### src/rtl/reset_sequencer.sv
// Sequenced release of per-stage active-low resets with done handshakes, inter-stage gap and fault hold.
// Optional WAIT timeout is compiled in when RESET_SEQ_TIMEOUT_EN is defined.
module reset_sequencer #(
  parameter int unsigned NUM_STAGES     = 4,
  parameter int unsigned HOLD_CYCLES    = 16,
  parameter int unsigned STAGE_GAP      = 8,
  parameter int unsigned TIMEOUT_CYCLES = 1024
) (
  input  logic                          i_clk,
  input  logic                          i_rstn,
  input  logic                          i_soft_rstn,
  input  logic [NUM_STAGES-1:0]         i_stage_done,
  output logic [NUM_STAGES-1:0]         o_rstn_array,
  output logic                          o_all_ready,
  output logic                          o_error,
  output logic [$clog2(NUM_STAGES):0]   o_stage
);

  localparam int unsigned SW      = $clog2(NUM_STAGES) + 1;
  // A zero gap still costs one edge: release happens on the edge after done is sampled.
  localparam int unsigned GAP_EFF = (STAGE_GAP == 0) ? 1 : STAGE_GAP;
  localparam int unsigned CNT_MAX = (HOLD_CYCLES > GAP_EFF) ? HOLD_CYCLES : GAP_EFF;
  localparam int unsigned CW      = $clog2(CNT_MAX + 1);
  localparam logic [SW-1:0] LAST_STAGE = SW'(NUM_STAGES - 1);

  if ((NUM_STAGES < 1) || (NUM_STAGES > 16)) begin : g_bad_num_stages
    $error("reset_sequencer: NUM_STAGES must be 1..16");
  end
  if (HOLD_CYCLES < 1) begin : g_bad_hold
    $error("reset_sequencer: HOLD_CYCLES must be >= 1");
  end
  if (TIMEOUT_CYCLES < 1) begin : g_bad_timeout
    $error("reset_sequencer: TIMEOUT_CYCLES must be >= 1");
  end

  typedef enum logic [2:0] {
    S_HOLD  = 3'd0,
    S_WAIT  = 3'd1,
    S_GAP   = 3'd2,
    S_RUN   = 3'd3,
    S_FAULT = 3'd4
  } state_e;

  state_e                  state_q, state_d;
  logic [CW-1:0]           cnt_q, cnt_d;
  logic [SW-1:0]           stage_q, stage_d;
  logic [NUM_STAGES-1:0]   rstn_q, rstn_d;
  logic                    ready_q, ready_d;
  logic                    error_q, error_d;

`ifdef RESET_SEQ_TIMEOUT_EN
  localparam int unsigned TW = $clog2(TIMEOUT_CYCLES + 1);
  logic [TW-1:0]           wcnt_q, wcnt_d;
`endif

  logic                    cur_done;
  logic                    drop_found;
  logic [SW-1:0]           drop_idx;
  logic                    fault_go;
  logic [SW-1:0]           fault_idx;

  // Current stage's done, and lowest released stage whose done has fallen.
  always_comb begin
    cur_done   = 1'b0;
    drop_found = 1'b0;
    drop_idx   = '0;
    for (int i = 0; i < NUM_STAGES; i++) begin
      if (stage_q == SW'(i)) begin
        cur_done = i_stage_done[i];
      end
      if (!drop_found && !i_stage_done[i] &&
          ((state_q == S_RUN) ||
           ((state_q inside {S_WAIT, S_GAP}) && (SW'(i) < stage_q)))) begin
        drop_found = 1'b1;
        drop_idx   = SW'(i);
      end
    end
  end

  // Next-state and registered-output logic.
  always_comb begin
    state_d   = state_q;
    cnt_d     = cnt_q;
    stage_d   = stage_q;
    rstn_d    = rstn_q;
    ready_d   = ready_q;
    error_d   = error_q;
    fault_go  = 1'b0;
    fault_idx = stage_q;
`ifdef RESET_SEQ_TIMEOUT_EN
    wcnt_d    = wcnt_q;
`endif

    if (!i_soft_rstn) begin
      state_d = S_HOLD;
      cnt_d   = '0;
      stage_d = '0;
      rstn_d  = '0;
      ready_d = 1'b0;
      error_d = 1'b0;
`ifdef RESET_SEQ_TIMEOUT_EN
      wcnt_d  = '0;
`endif
    end else begin
      unique case (state_q)
        S_HOLD: begin
          if (cnt_q == CW'(HOLD_CYCLES - 1)) begin
            rstn_d  = NUM_STAGES'(1);
            stage_d = '0;
            cnt_d   = '0;
            state_d = S_WAIT;
`ifdef RESET_SEQ_TIMEOUT_EN
            wcnt_d  = '0;
`endif
          end else begin
            cnt_d = cnt_q + CW'(1);
          end
        end
        S_WAIT: begin
          if (drop_found) begin
            fault_go  = 1'b1;
            fault_idx = drop_idx;
          end else if (cur_done) begin
            if (stage_q == LAST_STAGE) begin
              ready_d = 1'b1;
              state_d = S_RUN;
            end else begin
              cnt_d   = '0;
              state_d = S_GAP;
            end
`ifdef RESET_SEQ_TIMEOUT_EN
          end else if (wcnt_q == TW'(TIMEOUT_CYCLES - 1)) begin
            fault_go  = 1'b1;
            fault_idx = stage_q;
          end else begin
            wcnt_d = wcnt_q + TW'(1);
`endif
          end
        end
        S_GAP: begin
          if (drop_found) begin
            fault_go  = 1'b1;
            fault_idx = drop_idx;
          end else if (cnt_q == CW'(GAP_EFF - 1)) begin
            rstn_d  = (rstn_q << 1) | NUM_STAGES'(1);
            stage_d = stage_q + SW'(1);
            cnt_d   = '0;
            state_d = S_WAIT;
`ifdef RESET_SEQ_TIMEOUT_EN
            wcnt_d  = '0;
`endif
          end else begin
            cnt_d = cnt_q + CW'(1);
          end
        end
        S_RUN: begin
          if (drop_found) begin
            fault_go  = 1'b1;
            fault_idx = drop_idx;
          end
        end
        S_FAULT: begin
          state_d = S_FAULT;
        end
        default: begin
          state_d = S_HOLD;
          cnt_d   = '0;
          stage_d = '0;
          rstn_d  = '0;
          ready_d = 1'b0;
        end
      endcase

      if (fault_go) begin
        state_d = S_FAULT;
        rstn_d  = '0;
        ready_d = 1'b0;
        error_d = 1'b1;
        stage_d = fault_idx;
      end
    end
  end

  // State and output registers with synchronous active-low reset.
  always_ff @(posedge i_clk) begin
    if (!i_rstn) begin
      state_q <= S_HOLD;
      cnt_q   <= '0;
      stage_q <= '0;
      rstn_q  <= '0;
      ready_q <= 1'b0;
      error_q <= 1'b0;
`ifdef RESET_SEQ_TIMEOUT_EN
      wcnt_q  <= '0;
`endif
    end else begin
      state_q <= state_d;
      cnt_q   <= cnt_d;
      stage_q <= stage_d;
      rstn_q  <= rstn_d;
      ready_q <= ready_d;
      error_q <= error_d;
`ifdef RESET_SEQ_TIMEOUT_EN
      wcnt_q  <= wcnt_d;
`endif
    end
  end

  assign o_rstn_array = rstn_q;
  assign o_all_ready  = ready_q;
  assign o_error      = error_q;
  assign o_stage      = stage_q;

endmodule
### config.mk
export PLATFORM = sky130hd
export DESIGN_NAME = reset_sequencer
export DESIGN_NICKNAME = d
export VERILOG_FILES = /design/src/rtl/reset_sequencer.sv
export SDC_FILE = /design/constraint.sdc
export NUM_CORES = 1
export LEC_CHECK = 0
export CAP_MARGIN = 20
export CORE_MARGIN = 10
export CORE_UTILIZATION = 40
export DETAILED_ROUTE_END_ITERATION = 8
export GPL_ROUTABILITY_DRIVEN = 1
export PLACE_DENSITY = 0.6
export SLEW_MARGIN = 15
export SYNTH_ARGS = -nofsm -noshare
export SYNTH_HDL_FRONTEND = slang
export SYNTH_SLANG_ARGS = --single-unit
### constraint.sdc
create_clock -name i_clk -period 2.16 [get_ports i_clk]
set_clock_uncertainty 0.05 [all_clocks]
set_input_delay 0.216 -clock i_clk [delete_from_list [all_inputs] [get_ports i_clk]]
set_output_delay 0.216 -clock i_clk [all_outputs]
set_load 0.005 [all_outputs]
[Word-level counts from Yosys, hierarchy flattened]
Index checks and enable logic that the tools add are counted.
Word-level totals
  register bits: 17
  bits of input ports: 7
  output and inout port bits: 9
  word-level logic and storage cells: 125
Operators by class
  add/sub/neg operators: 2
  magnitude comparators: 4
  equal/unequal tests: 25
  multiplexer cells: 44
  bitwise logic cells: 6
  reduce and logical (&&, ||, !) cells: 37
Operators by type and width (number)
  2-to-1 mux 3 bit: 14
  2-to-1 mux 5 bit: 6
  case mux 5 bit (4 select lines): 1
  AND reduction 6 bit: 3
  2-to-1 mux 1 bit: 16
  case mux 3 bit (5 select lines): 1
  inequality test 2 bit, second input constant: 7
  equality test 3 x 2 -> 1 bit, second input constant: 4
  2-to-1 mux 4 bit: 3
  case mux 4 bit (3 select lines): 1
  logical AND 1 bit: 11
  inequality test 3 x 2 -> 1 bit, second input constant: 3
  case mux 3 bit (3 select lines): 1
  OR reduction 3 bit: 3
  inequality test 2 x 1 -> 1 bit, second input constant: 4
  AND reduction 4 bit: 2
  logical NOT 1 bit: 7
  equality test 3 x 1 -> 1 bit, second input constant: 2
  logical NOT 3 bit: 2
  < comparator 1 x 3 -> 1 bit, first input constant: 2
  < comparator 2 x 3 -> 1 bit, first input constant: 2
  NOT 1 bit: 6
  adder 5 x 1 -> 5 bit, second input constant: 1
  equality test 5 x 3 -> 1 bit, second input constant: 1
  other kinds (12): 15

[Depth between registers and ports, before layout]
Gate-level depths: netlist of the first run.
  depth in word-level cells: 23
  mapped depth: 9
  depth with buffers taken out: 9

[Least setup slack after synthesis of the first run]
OpenSTA, ideal clock, no wires.
  path type: register to register
  start point: register stage_q[0] (netlist: o_stage[0])
  end point: register cnt_q[4]
  library setup time: 70 ps
  arrival time: 1747 ps
  data required time: 2040 ps
  path slack: 293 ps
  stages on the path, launching flop included: 9
  path buffers: 1
  period minus slack after synthesis: 1867 ps
  path through: dfxtp_1 buf_2 inv_1 ha_1 a311o_1 nand4_1 a21oi_2 or3_1 a21oi_1
On the way
  longest elaborated chain between the ends: 19
  elaborated cells between the ends (all ways): 39
  those cells by class: 4 x order compare; 7 x eq/ne; 8 x mux; 20 x reduce/logical
Ends and longest elaborated chain
  from (decl): RTL line 46  | logic [SW-1:0] stage_q, stage_d;
  from (signal assigned): RTL line 199  | stage_q <= stage_d;
  < comparator 1 x 3 -> 1 bit: RTL line 73  | ((state_q inside {S_WAIT, S_GAP}) && (SW'(i) < stage_q)))) begin
  logical AND 1 bit: RTL line 73
  logical OR 1 bit: RTL line 72  | ((state_q == S_RUN) ||
  logical AND 1 bit: RTL line 71  | if (!drop_found && !i_stage_done[i] &&
  2-to-1 mux 1 bit: RTL line 71
  logical NOT 1 bit: RTL line 71
  logical AND 1 bit (2 in a row): RTL line 71
  2-to-1 mux 1 bit: RTL line 71
  logical NOT 1 bit: RTL line 71
  logical AND 1 bit (2 in a row): RTL line 71
  2-to-1 mux 1 bit: RTL line 71
  logical NOT 1 bit: RTL line 71
  logical AND 1 bit (2 in a row): RTL line 71
  2-to-1 mux 1 bit: RTL line 71
  inequality test 2 bit (no source line)
  AND reduction 5 bit (no source line) *
  to (signal assigned): RTL line 198  | cnt_q <= cnt_d;
  to (decl): RTL line 45  | logic [CW-1:0] cnt_q, cnt_d;
Every way passes the cells marked *; elsewhere a longest branch is shown, timed or not.
A chain may end at the register's enable or synchronous reset.

[Worst setup path in the final report of the first run]
  start point: register state_q[1]
  end point: register state_q[0]
On the way
  longest elaborated chain between the ends: 22
  elaborated cells between the ends (all ways): 41
  those cells by class: 9 x eq/ne; 8 x mux; 1 x bitwise; 23 x reduce/logical
Ends and longest elaborated chain
  from (decl): RTL line 44  | state_e state_q, state_d;
  from (signal assigned): RTL line 197  | state_q <= state_d;
  equality test 3 x 1 -> 1 bit / equality test 3 x 2 -> 1 bit (equally long branches): RTL line 73, 105
  nonzero test 2 bit: RTL line 73
  logical AND 1 bit: RTL line 73
  logical OR 1 bit: RTL line 72
  logical AND 1 bit: RTL line 71
  2-to-1 mux 1 bit: RTL line 71
  logical NOT 1 bit: RTL line 71
  logical AND 1 bit (2 in a row): RTL line 71
  [4 not listed]
  2-to-1 mux 1 bit: RTL line 71
  logical NOT 1 bit: RTL line 71
  logical AND 1 bit (2 in a row): RTL line 71
  2-to-1 mux 1 bit: RTL line 71
  2-to-1 mux 1 bit: RTL line 120, 141, 157
  2-to-1 mux 1 bit
  2-to-1 mux 1 bit: RTL line 94  | if (!i_soft_rstn) begin
  OR reduction 3 bit (no source line)
Several ways; a longest one is shown, not always the timed one. The select of a mux whose other input is x is not followed.

==> flow_metrics.env, run 1 <==
export IMPL_status="finished, final reports clean"
export IMPL_crit_chain="and3b_4 -> a2111oi_4 -> o2bb2ai_2 -> buf_4 -> a2111oi_0 -> o21a_1"
export IMPL_p_switching_mw=0.114
export IMPL_globalplace_congestion=0.791
export IMPL_drt_wl_total_um=2700
export IMPL_dp_hpwl_um=2100
export IMPL_p_clk_share_pct=32.4
export IMPL_drc=0
export IMPL_syn_mean_instance_area_sq_um=8.27
export IMPL_syn_area_sq_um=1090
export IMPL_clockRootBuffer="clkbuf_4"
export IMPL_tritoncts="yes"
export IMPL_min_delay_start="o_rstn_array[0]"
export IMPL_synth_edf_count=0
export IMPL_cts_buffers=3
export IMPL_initial_core_util_pct=42.9
export IMPL_drt_vias_per_instance=5.74
export IMPL_vias=1039
export IMPL_htreeDepth=1
export IMPL_synthDominantCellAreaShare_pct=31.2
export IMPL_synth_area_leaders="dfxtp_1 31%, ha_1 6.9%, a21oi_1 4.1%"
export IMPL_synthTopCellsByCount="17 x dfxtp_1, 11 x nand2_1, 11 x nor2_1"
export IMPL_max_slew_margin_rel_pct=70.2
export IMPL_layoutNonFillerInstCount=181
export IMPL_yosysMostFrequentCell="dfxtp_1"
export IMPL_critPathLaunchType="flip-flop"
export IMPL_hold_buffers=0
export IMPL_grt_pass1_wl_um=4790
export IMPL_syn_nets=145
export IMPL_first_pass_iters=4
export IMPL_yosysWarnings=0
export IMPL_p_int_mw=0.404
export IMPL_final_nets=165
export IMPL_timing_fmax_mhz=506
export IMPL_io_pins=16
export IMPL_timing_final_ws_setup_ns=0.185
export IMPL_syn_to_final_growth_pct=21.1
export IMPL_ys_flop_type="dfxtp_1"
export IMPL_dr_first_iter_drc_count=64
export IMPL_dieArea_sq_um=5220
export IMPL_postCtsResizedCells=0
export IMPL_synthCells=132
export IMPL_power_density_nw_per_um2=392
export IMPL_clock_sinks=17
export IMPL_finalCriticalPeriod_ns=1.97
export IMPL_tightest_slew_ns=0.446
export IMPL_post_place_ws_ns=0.0164
export IMPL_antenna_found_initial=0
export IMPL_setup_viol=0
export IMPL_arrival_ns=2.16
export IMPL_synth_top_cell_by_area="dfxtp_1"
export IMPL_clk_insertion_delay_late_ns=0.29
export IMPL_yosysSeqAreaShare_pct=31.2
export IMPL_crit_start="state_q[1]"
export IMPL_rows=18
export IMPL_place_inst=177
export IMPL_hold_violations=0
export IMPL_worstPathRequired_ns=2.35
export IMPL_ant_nets=0
export IMPL_period_share_pct=91.4
export IMPL_cts_setup_buffers=0
export IMPL_path_class="reg -> reg"
export IMPL_grtUsageTotal_pct=11.0
export IMPL_ys_seq_elements=17
export IMPL_final_core_util_pct=52.0
export IMPL_chipHeight_um=72.3
export IMPL_async_flop_share_pct=0
export IMPL_io_buffer_count=15
export IMPL_die_w_um=72.3
export IMPL_synth_cell_types=45
export IMPL_ir_worst_vdd_mv=0.297
export IMPL_critPathSlowestCell="dfxtp_1"
export IMPL_maxCapViolCount=0
export IMPL_seqPwrFrac_pct=61.1
export IMPL_drive_gt1_share_pct=11.9
export IMPL_num_antenna_cells=0
export IMPL_endpoint_kind="flip-flop"
export IMPL_wire_per_inst_um=14.9
export IMPL_r2r_start="state_q[1]"
export IMPL_gr_total_overflow=0
export IMPL_slew_violations=0
export IMPL_combPwrFrac_pct=6.5
export IMPL_coreArea_sq_um=2540
export IMPL_p_leak_nw=0.460
export IMPL_grt_max_degree=13
export IMPL_critical_path_max_stage_delay_ns=0.44
export IMPL_sw_frac_of_total_pct=22.1
export IMPL_path_clk_slew_ns=0.10
export IMPL_cp_max_fo=12
export IMPL_grt_pass1_vias=1016
export IMPL_whs_ns=0.431
export IMPL_clock_path_buffers=2
export IMPL_hold_class="reg -> reg"
-- per-stage QoR --
step / cell area, sq um / power [mW] / setup TNS [ns]
global placement: 1290 / 0.356 / 0
CTS: 1320 / 0.526 / 0
detailed placement: 1290 / 0.357 / 0
floorplan: 1090 / 0.339 / 0
global route: 1320 / 0.547 / -0.0109
finish: 1320 / 0.518 / 0
-- worst max-delay path: cells and delay by family, from the launching register on --
kind	cells	cell delay [ns]
AO/OA/AOI/OAI	4	1.00
buffers and inverters	1	0.18
flip-flops	1	0.44
AND/OR/NAND/NOR	1	0.25
-- power by group through the flow --
stage | clock network [mW] | logic [mW] | registers [mW]
2_1_floorplan | 0 | 0.0153 | 0.324
3_3_place_gp | 0 | 0.0325 | 0.324
3_5_place_dp | 0 | 0.0331 | 0.324
4_1_cts | 0.176 | 0.0334 | 0.317
5_1_grt | 0.191 | 0.0378 | 0.318
6_report | 0.168 | 0.0334 | 0.317
-- final cells by class --
type | instances | area (sq um)
fill | 261 | 1220
timing repair buffer | 22 | 203
clock buffer | 4 | 26.3
tap | 30 | 37.5
inverter | 9 | 33.8
sequential | 17 | 342
multi-input combinational | 99 | 681
-- registers in the layout, indices dropped and copies added (netlist names) --
name,cells
o_error,1
state_q,3
o_stage,3
o_all_ready,1
o_rstn_array,4
cnt_q,5
-- final timing paths --
path	endpoint	slack [ns]	depth (start not counted)
setup reg to reg	state_q[0]	0.19	6
hold reg to reg	o_rstn_array[0]	0.43	2
hold / removal	o_rstn_array[0]	0.43	2
setup / recovery	state_q[0]	0.19	6
-- metal layers --
metal | vias up | track usage, % | share of wire, %
li1 | 517 | - | -
met1 | 500 | 14.0 | 47
met2 | 17 | 17.2 | 46
met3 | 5 | 3.27 | 5.0
met4 | 0 | 3.44 | 1.3
met5 | - | 0 | 0
-- cells by family (layout without fill, tap and decap cells) --
logic type | count (synthesis) | after routing | share of synthesized area, %
fa+ha+maj | 6 | 6 | 6.87
flops | 17 | 17 | 31.2
mux | 1 | 1 | 0.916
xor+xnor | 2 | 2 | 1.60
compound gates | 39 | 39 | 27.1
buf+inv | 16 | 35 | 6.76
simple gates | 51 | 51 | 25.5
-- layout by cell type, fill, tap and decap left out, types with 4 or more instances in the layout --
| cell | synthesis | routed |
|---|---|---|
| o21ai_0 | 5 | 5 |
| nand3_1 | 4 | 4 |
| ha_1 | 6 | 5 |
| nand2_1 | 11 | 11 |
| nor2_1 | 11 | 11 |
| clkdlybuf4s50_1 | 0 | 15 |
| inv_1 | 9 | 9 |
| a21oi_1 | 9 | 9 |
| nor3_1 | 4 | 4 |
| buf_4 | 0 | 7 |
| a22oi_1 | 4 | 4 |
| dfxtp_1 | 17 | 16 |
No activity file was read; power rests on OpenSTA's default activity.
==> run 2, diff against run 1 <==
--- a/config.mk
+++ b/config.mk
@@ -10,6 +10,7 @@
 export CORE_UTILIZATION = 40
 export DETAILED_ROUTE_END_ITERATION = 8
 export GPL_ROUTABILITY_DRIVEN = 1
+export HOLD_SLACK_MARGIN = 0.03
 export PLACE_DENSITY = 0.6
 export SLEW_MARGIN = 15
 export SYNTH_ARGS = -nofsm -noshare
==> results of run 2 <==
Final layout, timing and power as in run 1 (identical DEF).
